==> src/rtl/btn_debounce.sv <==
// rtl/btn_debounce.sv - multi-button synchronizer, debouncer and press/release/long-press pulse generator
// Each button has its own two-flop synchronizer, debounce FSM and saturating hold counter.
module btn_debounce #(
  parameter int NUM_BTNS          = 7,
  parameter int DEBOUNCE_CYCLES   = 1 << 16,
  parameter int LONG_PRESS_CYCLES = 1 << 24
) (
  input  logic                i_clk,
  input  logic                i_rst_n,
  input  logic [NUM_BTNS-1:0] i_btn,
  output logic [NUM_BTNS-1:0] o_btn,
  output logic [NUM_BTNS-1:0] o_press,
  output logic [NUM_BTNS-1:0] o_release,
  output logic [NUM_BTNS-1:0] o_long
);

  localparam int DW = $clog2(DEBOUNCE_CYCLES) + 1;
  localparam int HW = $clog2(LONG_PRESS_CYCLES) + 1;

  localparam logic [DW-1:0] DB_LAST   = DW'(DEBOUNCE_CYCLES - 1);
  localparam logic [HW-1:0] LONG_LAST = HW'(LONG_PRESS_CYCLES - 1);
  localparam logic [HW-1:0] HOLD_MAX  = {HW{1'b1}};

  localparam logic [1:0] IDLE         = 2'd0;
  localparam logic [1:0] PRESS_WAIT   = 2'd1;
  localparam logic [1:0] HELD         = 2'd2;
  localparam logic [1:0] RELEASE_WAIT = 2'd3;

  logic [NUM_BTNS-1:0] sync_q1;
  logic [NUM_BTNS-1:0] sync_q2;

  always_ff @(posedge i_clk or negedge i_rst_n) begin
    if (!i_rst_n) begin
      sync_q1 <= '0;
      sync_q2 <= '0;
    end else begin
      sync_q1 <= i_btn;
      sync_q2 <= sync_q1;
    end
  end

  for (genvar g = 0; g < NUM_BTNS; g++) begin : g_btn
    logic [1:0]    state;
    logic [DW-1:0] db_cnt;
    logic [HW-1:0] hold_cnt;
    logic          long_fired;
    logic          btn_q;
    logic          press_q;
    logic          release_q;
    logic          long_q;
    logic          sync;
    logic          holding;

    assign sync    = sync_q2[g];
    // A glitch back into RELEASE_WAIT still counts as holding for the long-press timer.
    assign holding = (state == HELD) || (state == RELEASE_WAIT);

    always_ff @(posedge i_clk or negedge i_rst_n) begin
      if (!i_rst_n) begin
        state      <= IDLE;
        db_cnt     <= '0;
        hold_cnt   <= '0;
        long_fired <= 1'b0;
        btn_q      <= 1'b0;
        press_q    <= 1'b0;
        release_q  <= 1'b0;
        long_q     <= 1'b0;
      end else begin
        press_q   <= 1'b0;
        release_q <= 1'b0;
        long_q    <= 1'b0;

        if (holding && hold_cnt != HOLD_MAX) begin
          hold_cnt <= hold_cnt + 1'b1;
        end
        if (holding && !long_fired && hold_cnt >= LONG_LAST) begin
          long_q     <= 1'b1;
          long_fired <= 1'b1;
        end

        case (state)
          IDLE: begin
            if (sync) begin
              state  <= PRESS_WAIT;
              db_cnt <= '0;
            end
          end
          PRESS_WAIT: begin
            if (!sync) begin
              state <= IDLE;
            end else if (db_cnt == DB_LAST) begin
              state      <= HELD;
              btn_q      <= 1'b1;
              press_q    <= 1'b1;
              hold_cnt   <= '0;
              long_fired <= 1'b0;
            end else begin
              db_cnt <= db_cnt + 1'b1;
            end
          end
          HELD: begin
            if (!sync) begin
              state  <= RELEASE_WAIT;
              db_cnt <= '0;
            end
          end
          default: begin
            if (sync) begin
              state <= HELD;
            end else if (db_cnt == DB_LAST) begin
              state     <= IDLE;
              btn_q     <= 1'b0;
              release_q <= 1'b1;
            end else begin
              db_cnt <= db_cnt + 1'b1;
            end
          end
        endcase
      end
    end

    assign o_btn[g]     = btn_q;
    assign o_press[g]   = press_q;
    assign o_release[g] = release_q;
    assign o_long[g]    = long_q;
  end

endmodule

==> config.mk <==
export PLATFORM = sky130hd
export DESIGN_NAME = btn_debounce
export DESIGN_NICKNAME = d
export VERILOG_FILES = /design/src/rtl/btn_debounce.sv
export SDC_FILE = /design/constraint.sdc
export NUM_CORES = 1
export LEC_CHECK = 0
export ABC_AREA = 1
export CAP_MARGIN = 30
export CORE_UTILIZATION = 36
export CTS_CLUSTER_DIAMETER = 40
export DETAILED_ROUTE_END_ITERATION = 10
export PLACE_DENSITY_LB_ADDON = 0.3
export SYNTH_ARGS = -nofsm -noshare
export SYNTH_HDL_FRONTEND = slang
export SYNTH_SLANG_ARGS = --single-unit
==> constraint.sdc <==
create_clock -name i_clk -period 2.7 [get_ports i_clk]
set_input_delay 0.405 -clock i_clk [delete_from_list [all_inputs] [get_ports i_clk]]
set_output_delay 0.405 -clock i_clk [all_outputs]
set_load 0.1 [all_outputs]
* Yosys cells after proc, flatten, opt, wreduce, memory -nomap -nowiden
Index checks and enable logic that the tools add are counted.
** Operators by class
- Magnitude comparators :: 7
- Reduce and logical (&&, ||, !) cells :: 84
- Bitwise operators :: 7
- Add/sub/neg operators :: 14
- Multiplexer cells :: 224
- Equal/unequal tests :: 77
** Operators by type and width (count)
- $mux 25 :: 28
- $mux 17 :: 35
- $pmux 17 s3 :: 7
- $add 25x1->25 const B :: 7
- $ge 25x24->1 const B :: 7
- $ne 25x25->1 const B :: 7
- $add 17x1->17 const B :: 7
- $eq 17x16->1 const B :: 7
- $mux 1 :: 98
- $mux 2 :: 42
- $reduce_and 4->1 :: 21
- $ne 2x2->1 const B :: 21
- $pmux 2 s3 :: 7
- $eq 2x2->1 const B :: 14
- $reduce_bool 4->1 :: 7
- $logic_and 1x1->1 :: 21
- $ne 3x1->1 const B :: 7
- $ne 3x3->1 const B :: 7
- $reduce_or 3->1 :: 7
- $eq 2x1->1 const B :: 7
- $logic_not 2->1 :: 7
- $ne 2x1->1 const B :: 7
- $pmux 1 s2 :: 7
- $reduce_or 2->1 :: 7
- other kinds (3) :: 21
** Word-level totals
- Word-level logic and storage cells :: 471
- Input bits :: 9
- Output and inout port bits :: 28
- Register bits :: 357

* Longest topological paths before layout
Gate-level depths: netlist of the first run.
- Depth in word-level cells :: 8
- Gate-level depth with buffers :: 17
- Depth with buffers taken out :: 17

* Least setup slack after synthesis of the first run
No wires, ideal clock.
- Path type :: reg-to-reg
- From :: reg g_btn[1].db_cnt[0]
- To :: reg g_btn[1].hold_cnt[6]
- Data arrival time :: 2208 ps
- Clock period less this slack :: 2331 ps
- Library setup time :: 123 ps
- Slack :: 369 ps
- Stages on the path, launching flop included :: 15
- Required time :: 2577 ps
- Path through :: dfrtp_1 ha_1 nand2_1 nor3_1 nand4_1 nor4_1 ha_1 nand2_1 inv_1 nand2_1 nor2_1 inv_1 clkbuf_1 nand2_1 nor2_1
** On the way
- Cells in the longest elaborated chain, start to end :: 4
** Ends and longest elaborated chain
- start: declaration :: RTL line 44 : logic [DW-1:0] db_cnt;
- start signal: assignment :: RTL line 98 : db_cnt <= db_cnt + 1'b1;
- start signal: assignment :: RTL line 115 : db_cnt <= db_cnt + 1'b1;
- $eq 17x16->1 :: RTL line 91 : end else if (db_cnt == DB_LAST) begin
- $mux 25 :: RTL line 91
- $mux 25 :: RTL line 89 : if (!sync) begin
- $mux 25 :: RTL line 81 : case (state)
- end signal: assignment :: RTL line 74 : hold_cnt <= hold_cnt + 1'b1;
- end: declaration :: RTL line 45 : logic [HW-1:0] hold_cnt;
Every way passes these cells.
A chain may end at the register's enable or synchronous reset.

* Worst setup path after layout of the first run
- From :: reg g_btn[4].db_cnt[0]
- To :: reg g_btn[4].hold_cnt[1]
** On the way
- Cells in the longest elaborated chain, start to end :: 4
** Ends and longest elaborated chain (RTL line)
- start: declaration :: 44
- start signal: assignment :: 98
- start signal: assignment :: 115
- $eq 17x16->1 :: 91
- $mux 25 :: 91
- $mux 25 :: 89
- $mux 25 :: 81
- end signal: assignment :: 74
- end: declaration :: 45
Every way passes these cells.

==> impl_metrics.json, run 1 <==
{
  "die_y_um": 239.2,
  "finalSetupViolations": 0,
  "status": "completed",
  "highest_layer": "met4",
  "holdWs_ns": 0.2516,
  "power.leakage_nw": 10.97,
  "fin_nets": 2932,
  "synth_ff_type": "dfrtp_1",
  "cts.path.max_buffers": 3,
  "cp-start-kind": "register",
  "synth_nets": 2874,
  "tns_ns": 0,
  "hold_viol": 0,
  "wl_met2_um": 19000,
  "grt_overflow": 0,
  "m1WireLength_um": 21780,
  "io_buffers": 36,
  "path_common_cell": "nor2_1",
  "power_mw": 14.57,
  "top_register": "g_btn.hold_cnt",
  "top_regs": "g_btn.hold_cnt x175, g_btn.db_cnt x119",
  "largest_register_ffs": 175,
  "crit_fanout": 16,
  "drt_iter0_drc": 896,
  "yosys-top-cells-area": "dfrtp_1 (44%), nand2_1 (15%), nor2_1 (8.4%), inv_1 (6.6%), nand3_1 (4.5%)",
  "post-route-period-util_pct": 89.02,
  "critical_path_arrival_ns": 2.87,
  "grt_pass1_wl_um": 77050,
  "ys_warn_count": 0,
  "syn-cell-area_sq_um": 20250,
  "grt_setup_unrepaired": "false",
  "cts-htree-levels": 3,
  "fin_crit_ns": 2.404,
  "stdcell_area_sq_um": 23720,
  "row_count": 86,
  "grt_pass1_vias": 16470,
  "yosysTopAreaCell": "dfrtp_1",
  "hold_class": "in -> reg",
  "grt_usage_pct": 15.94,
  "crit_required_ns": 3.16,
  "timing.fmax_mhz": 416.1,
  "worst_slew_pin_slew_ns": 0.7152,
  "reg2reg_setup_slack_ns": 0.30,
  "ios": 37,
  "chipWidth_um": 239.2,
  "drc": 0,
  "vias": 17320,
  "synth_commonest_cells": "nand2_1 (801), nor2_1 (453), inv_1 (358)",
  "firstDrtPassIters": 5,
  "ys_ff_latch": 357,
  "fillCellCount": 5666,
  "cts_tree": "built",
  "crit_chain": "ha_1 -> nand3_1 -> nor2_1 -> nand4_1 -> nor4_1 -> ha_1 -> nand2_1 -> nor2_1 -> inv_1 -> nor2_1 -> inv_1 -> o21ai_0 -> nor2_1",
  "worstSetupPathType": "reg -> reg",
  "placed_area_sq_um": 21240,
  "wire_per_inst_um": 11.67,
  "synth-edff-count": 0,
  "avgSynthCellArea_sq_um": 7.120,
  "yosysTopAreaCellShare_pct": 44.12,
  "gp_congestion": 0.8414,
  "start_util_pct": 36.61,
  "avgViaCountPerCell": 4.672,
  "wirelength_um": 43260,
  "die_area_sq_um": 57200,
  "ys_types": 43,
  "yosysMostFrequentCell": "nand2_1",
  "cts_buffers": 71,
  "crit_slowest_cell": "dfrtp_1",
  "layout-drive-gt1-share_pct": 8.007,
  "antennaDiodeCount": 0,
  "cts_sinks": 357,
  "critPathMaxStageDelay_ns": 0.38,
  "syn_inst": 2844,
  "clk_pin_slew_worst_paths_ns": 0.05,
  "ir_worst_vdd_uv": 446.6,
  "maxSlewHeadroom_pct": 52.32,
  "power.density_nw_per_um2": 614.5,
  "synthArstFlopShare_pct": 100.0,
  "maxCapViolCount": 0,
  "finalClockSkew_ns": 0.02468,
  "endpoint_kind": "register",
  "drv_slew": 0,
  "grt_max_degree": 97,
  "ant_nets": 0,
  "insertion_delay_ns": 0.59,
  "dpl.hpwl_um": 29730,
  "core_sq_um": 55310,
  "final_util_pct": 42.88,
  "seq_area_frac_synth_pct": 44.12,
  "syn_to_final_growth_pct": 17.13,
  "wl_met3_um": 1578,
  "antenna_found_initial": 0,
  "clockRootBuffer": "clkbuf_16"
}
power breakdown:
| group | leakage (nW) | internal (mW) | switching (mW) |
|---|---|---|---|
| registers | 4.92 | 5.42 | 0.0517 |
| logic | 4.88 | 0.0804 | 0.207 |
| clock network | 1.17 | 5.81 | 3.00 |
stage by stage:
step                      instances  worst slack, ns
after detailed placement       3575           0.2093
after global placement         3575           0.2437
after CTS                      3707           0.1839
after global routing           3708         0.001882
after floorplan                2844           0.3692
final                          3708           0.2965
path summary, 6_finish.rpt:
kind | start | end | cells after the start
min in group asynchronous | i_rst_n | g_btn[3].press_q$_DFF_PN0_ | 2
max in group asynchronous | i_rst_n | g_btn[5].hold_cnt[21]$_DFF_PN0_ | 3
worst max register to register | g_btn[4].db_cnt[0]$_DFFE_PN0P_ | g_btn[4].hold_cnt[1]$_DFF_PN0_ | 13
worst min register to register | sync_q1[5]$_DFF_PN0_ | sync_q2[5]$_DFF_PN0_ | 0
worst max-delay path | g_btn[4].db_cnt[0]$_DFFE_PN0P_ | g_btn[4].hold_cnt[1]$_DFF_PN0_ | 13
worst min-delay path | i_btn[0] | sync_q1[0]$_DFF_PN0_ | 1
cells in the final DEF (no fill, tap or decap), types with 5 or more instances in the layout:
master,Yosys,layout
a21oi_1,135,135
buf_12,0,6
buf_4,34,50
bufinv_16,0,6
clkbuf_1,18,11
clkbuf_16,0,74
clkbuf_8,0,7
clkdlybuf4s50_1,0,7
clkinv_2,0,9
clkinv_4,0,5
clkinvlp_4,0,9
dfrtp_1,357,357
ha_1,21,21
inv_1,358,356
inv_2,5,6
inv_6,0,10
nand2_1,801,801
nand2_2,12,12
nand2_4,5,5
nand3_1,182,181
nand3b_1,24,24
nand4_1,69,69
nor2_1,453,453
nor2_2,10,10
nor2_4,7,7
nor3_1,63,63
nor3b_1,17,17
o21ai_0,134,134
o21bai_1,25,25
o22ai_1,5,5
or2_2,7,7
xnor2_1,10,10
xor2_1,29,29
cell families after synthesis:
logic type                 synth area share [%]
and+or+nand+nor                           35.11
xor gates and xnor gates                  1.687
DFF                                       44.12
AOI/OAI and AO/OA                         8.428
buffers and inverters                     9.207
adders and majority gates                 1.298
muxes                                    0.1483
repair_timing:
action                     CTS  global route
setup endpoints to repair    0            10
setup buffers                0             1
hold endpoints to repair    41             0
hold buffers                 1             0
gates resized for setup      0             5
worst max-delay path: cells and delay by family, from the launching register on:
| kind | cells | cell delay (ns) |
|---|---|---|
| and+or+nand+nor | 8 | 1.03 |
| adders and majority gates | 2 | 0.40 |
| DFF | 1 | 0.38 |
| buffers and inverters | 2 | 0.32 |
| AOI/OAI and AO/OA | 1 | 0.16 |
final cells by class:
cell class / count / area, sq um / share of cell area, %
clock buffers: 92 / 1989 / 8.388
clock inverters: 39 / 432.9 / 1.825
inverters: 363 / 1366 / 5.761
multi-input cells: 2044 / 9469 / 39.92
flip-flops and latches: 357 / 8934 / 37.67
well taps: 748 / 935.9 / 3.946
repair buffers: 65 / 590.6 / 2.490
per-layer routing:
metal / vias to the layer above / track usage, %
met2: 209 / 24.89
met5: - / 0
met4: 0 / 5.031
met3: 76 / 3.372
li1: 9149 / -
met1: 7888 / 21.95
(Power assumes the default switching activity.)
==> inputs of run 2 (changes only) <==
GPL_ROUTABILITY_DRIVEN = 0   (was default)
==> results of run 2 <==
No change in the layout: final DEF, timing and power equal those of run 1.
